--- config.mk ---
export PLATFORM = sky130hd
export DESIGN_NAME = angle_to_arinc
export DESIGN_NICKNAME = d
export VERILOG_FILES = /design/src/rtl/arinc_pkg.sv /design/src/rtl/fp32_to_fixdeg.sv /design/src/rtl/angle_to_arinc.sv
export SDC_FILE = /design/constraint.sdc
export NUM_CORES = 1
export LEC_CHECK = 0
export ABC_CLOCK_PERIOD_IN_PS = 4110
export CAP_MARGIN = 15
export CORE_MARGIN = 2
export CORE_UTILIZATION = 60
export CTS_CLUSTER_DIAMETER = 80
export DETAILED_ROUTE_END_ITERATION = 10
export GPL_TIMING_DRIVEN = 0
export PLACE_DENSITY_LB_ADDON = 0.1
export REMOVE_ABC_BUFFERS = 1
export SLEW_MARGIN = 20
export SYNTH_ARGS = -nofsm -noshare
export SYNTH_HDL_FRONTEND = slang
export SYNTH_SLANG_ARGS = --single-unit
--- constraint.sdc ---
create_clock -name clk -period 4.11 [get_ports clk]
set_input_delay 0.822 -clock clk [delete_from_list [all_inputs] [get_ports clk]]
set_output_delay 0.822 -clock clk [all_outputs]
set_load 0.05 [all_outputs]
--- src/rtl/arinc_pkg.sv ---
// Shared types, constants and weight helper for the float-to-ARINC angle encoder.
// Fixed-point degrees carry FRAC_W fraction bits; one code LSB is 360/2^CODE_W deg.
package arinc_pkg;

    localparam int CODE_W = 12;
    localparam int FRAC_W = 10;
    localparam int FIX_W  = 19;
    localparam int CNT_W  = 4;

    localparam logic [FIX_W-1:0] FULL_SCALE = FIX_W'(360 << FRAC_W);
    localparam logic [FIX_W-1:0] W0         = FULL_SCALE >> CODE_W;
    localparam logic [FIX_W-1:0] HALF_LSB   = W0 >> 1;

    // Right-shift that maps {1,man} to degrees*2^FRAC_W: bias 127 plus 23 mantissa bits.
    localparam int EXP_BIAS_SHIFT = 127 + 23 - FRAC_W;

    function automatic logic [FIX_W-1:0] arinc_weight(input logic [CNT_W-1:0] k);
        return W0 << k;
    endfunction

    typedef struct packed {
        logic        sign;
        logic [7:0]  exp;
        logic [22:0] man;
    } fp32_t;

    typedef enum logic [2:0] {
        IDLE,
        UNPACK,
        ROUND,
        CONVERT,
        DONE
    } enc_state_t;

endpackage

--- src/rtl/fp32_to_fixdeg.sv ---
// Combinational unpack of an IEEE-754 single angle into unsigned fixed-point degrees.
// Flags NaN/Inf, negative non-zero values and anything at or beyond 360 degrees.
module fp32_to_fixdeg
    import arinc_pkg::*;
(
    input  logic [31:0]      angle,
    output logic [FIX_W-1:0] fixed,
    output logic             err
);

    // At or below this exponent the shift pushes every mantissa bit out.
    localparam int EXP_ZERO_MAX = EXP_BIAS_SHIFT - 24;
    // 2^9 = 512 deg already exceeds a full turn.
    localparam int EXP_ERR_MIN  = 136;

    fp32_t       f;
    logic [23:0] sig;
    logic [7:0]  sh;
    logic [23:0] shifted;

    assign f = angle;

    always_comb begin
        sig     = {1'b1, f.man};
        sh      = 8'(EXP_BIAS_SHIFT) - f.exp;
        shifted = sig >> sh;
        fixed   = '0;
        err     = 1'b0;
        if (f.exp == 8'hFF) begin
            err = 1'b1;
        end else if (f.sign && (f.exp != 8'd0 || f.man != 23'd0)) begin
            err = 1'b1;
        end else if (f.exp == 8'd0) begin
            fixed = '0;
        end else if (f.exp >= 8'(EXP_ERR_MIN)) begin
            err = 1'b1;
        end else if (f.exp > 8'(EXP_ZERO_MAX)) begin
            if (shifted >= 24'(FULL_SCALE)) begin
                err = 1'b1;
            end else begin
                fixed = shifted[FIX_W-1:0];
            end
        end
    end

endmodule

--- src/rtl/angle_to_arinc.sv ---
// Float degrees to 12-bit ARINC binary angle via unpack, round and a bit-serial SAR.
// Fixed 14-cycle latency; one job in flight, outputs held until out_ready.
module angle_to_arinc
    import arinc_pkg::*;
(
    input  logic              clk,
    input  logic              rst,
    input  logic              in_valid,
    output logic              in_ready,
    input  logic [31:0]       in_angle,
    output logic              out_valid,
    input  logic              out_ready,
    output logic [CODE_W-1:0] out_code,
    output logic              out_err
);

    enc_state_t        state_q, state_d;
    logic [31:0]       angle_q;
    logic [FIX_W-1:0]  fixed_c, fixed_q, rem_q;
    logic              err_c, err_q;
    logic [CODE_W-1:0] code_q, code_d;
    logic [CNT_W-1:0]  cnt_q;
    logic [FIX_W-1:0]  w_k, rnd;
    logic              take;

    fp32_to_fixdeg u_unpack (
        .angle (angle_q),
        .fixed (fixed_c),
        .err   (err_c)
    );

    always_ff @(posedge clk) begin
        if (rst) begin
            state_q <= IDLE;
        end else begin
            state_q <= state_d;
        end
    end

    always_comb begin
        state_d = state_q;
        case (state_q)
            IDLE:    if (in_valid) state_d = UNPACK;
            UNPACK:  state_d = ROUND;
            ROUND:   state_d = CONVERT;
            CONVERT: if (cnt_q == '0) state_d = DONE;
            DONE:    if (out_ready) state_d = IDLE;
            default: state_d = IDLE;
        endcase
    end

    assign in_ready = (state_q == IDLE);

    // Adding half an LSB makes the truncating SAR round to nearest; 360 wraps to 0.
    assign rnd    = fixed_q + HALF_LSB;
    assign w_k    = arinc_weight(cnt_q);
    assign take   = (rem_q >= w_k);
    assign code_d = code_q | (take ? (CODE_W'(1) << cnt_q) : '0);

    always_ff @(posedge clk) begin
        if (rst) begin
            angle_q   <= '0;
            fixed_q   <= '0;
            err_q     <= 1'b0;
            rem_q     <= '0;
            code_q    <= '0;
            cnt_q     <= '0;
            out_valid <= 1'b0;
            out_code  <= '0;
            out_err   <= 1'b0;
        end else begin
            case (state_q)
                IDLE: begin
                    if (in_valid) angle_q <= in_angle;
                end
                UNPACK: begin
                    fixed_q <= fixed_c;
                    err_q   <= err_c;
                end
                ROUND: begin
                    rem_q  <= (rnd >= FULL_SCALE) ? (rnd - FULL_SCALE) : rnd;
                    code_q <= '0;
                    cnt_q  <= CNT_W'(CODE_W - 1);
                end
                CONVERT: begin
                    if (take) rem_q <= rem_q - w_k;
                    code_q <= code_d;
                    if (cnt_q != '0) begin
                        cnt_q <= cnt_q - 1'b1;
                    end else begin
                        out_valid <= 1'b1;
                        out_code  <= err_q ? '0 : code_d;
                        out_err   <= err_q;
                    end
                end
                DONE: begin
                    if (out_ready) out_valid <= 1'b0;
                end
                default: ;
            endcase
        end
    end

endmodule

==> impl_metrics.toml <==
[outcome]
run_status = "finished clean"

[route]
routed_wl_um = 18940
drt_drc_violations_left = 0
drtIter0Drc = 586
post_drt_via_cell_ratio = 6.276
drt-wirelength-per-cell_um = 17.34
first_pass_iters = 6
route.vias.total = 6853
ant_nets = 0

[sta]
finalClockSkew_ns = 0.01456
grt_setup_unrepaired = "yes"
layout_worst_path_cycle_share_pct = 94.06
timing.fmax_mhz = 258.7
holdWs_ns = 0.4640
final_hold_viol_count = 0
count_of_endpoints_failing_setup_in_the_final_report = 0
totalNegativeSetupSlack_ns = 0
max_slew.worst_pin.slew_ns = 1.017
drv_slew = 0
final.min_clock_period_ns = 3.866
normalized_max_slew_margin_pct = 32.17

[logic_synthesis]
synth_top_cells_by_area = "dfxtp_1 29%, nand2_1 9.5%, a21oi_1 6.4%"
most_instantiated_flip_flop_cell_in_the_synthesis_netlist = "dfxtp_1"
number_of_enable_type_register_cells_in_the_synthesized_netlist = 0
netlist_area_sq_um = 7183
synth_top_area_share_pct = 28.71
synthesis.instances = 944
yosys.cell_types.count = 68
ys_seq_area_share_pct = 28.71
synth.yosys.warnings = 0
top_cells_by_count_synth = "181 x nand2_1, 103 x dfxtp_1, 92 x a21oi_1"
synth_seq_cells = 103
yosys.area.top_type = "dfxtp_1"
postSynth.asyncResetShare_pct = 0
avgSynthCellArea_sq_um = 7.609
yosys.cell_count.top_type = "nand2_1"

[worst_setup_path]
worstSetupEndpointType = "flip-flop"
cp-start-kind = "flip-flop"
path_cells = "clkinvlp_4 > ha_4 > clkinv_1 > mux4_2 > nand2_1 > nor4b_1 > and4_4 > or4b_1 > or2_1 > o31ai_1"
rr_startpoint = "angle_q[23]$_SDFFE_PP0P_"
setup.worst_path.start = "angle_q[23]$_SDFFE_PP0P_"
timing.critical_path.arrival_ns = 4.13
critical-path-slowest-cell = "or4b_1"
path_delay_family = "simple AND/OR/NAND/NOR gates"
cp.required_ns = 4.38
setup.worst_path.class = "reg2reg"
path_max_fanout = 29
cp_num_buf_inv = 2
max_stage_delay_ns = 0.64

[power]
leakage_nw = 2.893
report.power.total_w = 0.002928
power-per-cell-area_nw_per_um2 = 364.6
irDropWorstVdd_uv = 319.3

[cells_and_area]
num-nets-final = 1014
finalCoreUtilization_pct = 69.46
layout-drive-gt1-share_pct = 6.955
finalInstanceArea_sq_um = 8033
synthToLayoutAreaGrowth_pct = 11.83
insertedDiodeCount = 0

[global_routing]
grt_max_degree = 78
global_route_wire_length_before_repair_um = 31320
antenna_found_initial = 0
grt_util_all_layers_pct = 29.98
first_global_vias = 6364
grt_overflow = 0

[clocking]
cts.htree.levels = 3
clock_tree.buffer_depth = 2
clk-insertion-delay-late_ns = 0.36
clock-sinks = 103
clock_tree.root_cell = "clkbuf_16"
cts_tree = "built"
path_clk_slew_ns = 0.07
cts_buffers = 9
hold_fix_buffer_count_after_cts = 0

[hold_path]
hold_path_startpoint = "rem_q[11]$_SDFFE_PP0P_"
hold_path.class = "reg2reg"

[die]
horiz_die_dim_um = 113.4
design.portCount = 51
die_h_um = 113.4
placeableCoreArea_sq_um = 11560
dieArea_sq_um = 12860
row_count = 39
initial_utilization_pct = 62.11

[placed_design]
gp_routability_congestion = 0.9317
dpl_cell_area_sq_um = 7619
detailedPlacementHpwl_um = 13830
total_of_buffers_placed_on_input_and_output_ports = 50

[job]
maxCapViolCount = 0
-- cell families (layout without fill, tap and decap cells) --
family / count (synthesis) / count (layout) / share of synthesized area [%]
mux: 46 / 46 / 8.622
fa+ha+maj: 34 / 34 / 5.922
buf+inv: 89 / 93 / 5.138
flops: 103 / 103 / 28.71
simple gates: 377 / 377 / 23.93
xor+xnor: 39 / 40 / 5.017
compound gates: 256 / 256 / 22.66
-- worst register-to-register path, cell delays in order (launching register included) --
cell        delay (ns)
dfxtp_4           0.53
clkinvlp_4        0.19
ha_4              0.53
clkinv_1          0.37
mux4_2            0.37
nand2_1           0.06
nor4b_1           0.16
and4_4            0.23
or4b_1            0.64
or2_1             0.43
o31ai_1           0.26
-- power by group --
part / internal (W) / switching [W] / leakage [nW]
Combinational: 0.000365 / 0.000519 / 1.90
Sequential: 0.00104 / 0.0000720 / 0.837
Clock: 0.000517 / 0.000411 / 0.159
Total: 0.00193 / 0.00100 / 2.89
-- path summary, 6_finish.rpt --
kind / endpoint / slack [ns] / cells past startpoint
max reg2reg: fixed_q[16]$_SDFFE_PP0P_ / 0.24 / 10
min: rem_q[11]$_SDFFE_PP0P_ / 0.46 / 2
min reg2reg: rem_q[11]$_SDFFE_PP0P_ / 0.46 / 2
max: fixed_q[16]$_SDFFE_PP0P_ / 0.24 / 10
-- flip-flops by register name, summed over array words and instances, names as in the netlist --
register   count
rem_q         18
angle_q       32
cnt_q          4
out_err        1
out_valid      1
code_q        12
fixed_q       19
out_code      12
state_q        3
err_q          1
-- cell usage in the layout, fill, tap and decap left out, types with 4 or more instances in the layout --
master and n:
a211oi_1 19, a21o_1 8, a21oi_1 92, a221oi_1 6, a22oi_1 4, a311oi_1 5, a31o_2 4, a31oi_1 10
a32o_1 4, and2_1 6, clkbuf_16 9, clkdlybuf4s50_1 49, dfxtp_1 102, ha_1 33, inv_1 21, mux2_2 7
mux2i_1 27, mux4_2 11, nand2_1 180, nand2b_1 10, nand3_1 19, nand3b_1 6, nand4_1 8, nor2_1 69
nor2b_1 7, nor3_1 19, nor3b_1 9, nor4_1 18, o211ai_1 12, o21ai_0 44, o21ai_1 10, or2_2 6
or3_1 5, xnor2_1 23, xor2_1 11
-- stage by stage --
stage / setup WS, ns / instances
global placement: -1.746 / 1072
global route: -0.01085 / 1092
floorplan: -0.7756 / 879
detailed placement: -1.180 / 1073
finish: 0.2442 / 1092
CTS: 0.03882 / 1091
-- layer usage --
layer	GRT usage (%)	wire length, um
met5	0	0
met4	9.919	384
met3	6.482	1170
met2	47.15	8692
met1	41.24	8690
-- cell type report --
class,instances,area [sq um]
multi-input cells,753,4837
inverters,24,93.84
clock buffers,11,252.7
well taps,143,178.9
clock inverters,5,72.57
flip-flops and latches,103,2066
repair buffers,53,531.8
fillers,963,3532
-- timing repair --
item,4_1_cts,5_1_grt
buffers inserted,1,1
setup endpoints to repair,20,41
resized for setup,5,5
gates cloned,1,0
(Power assumes the default switching activity.)
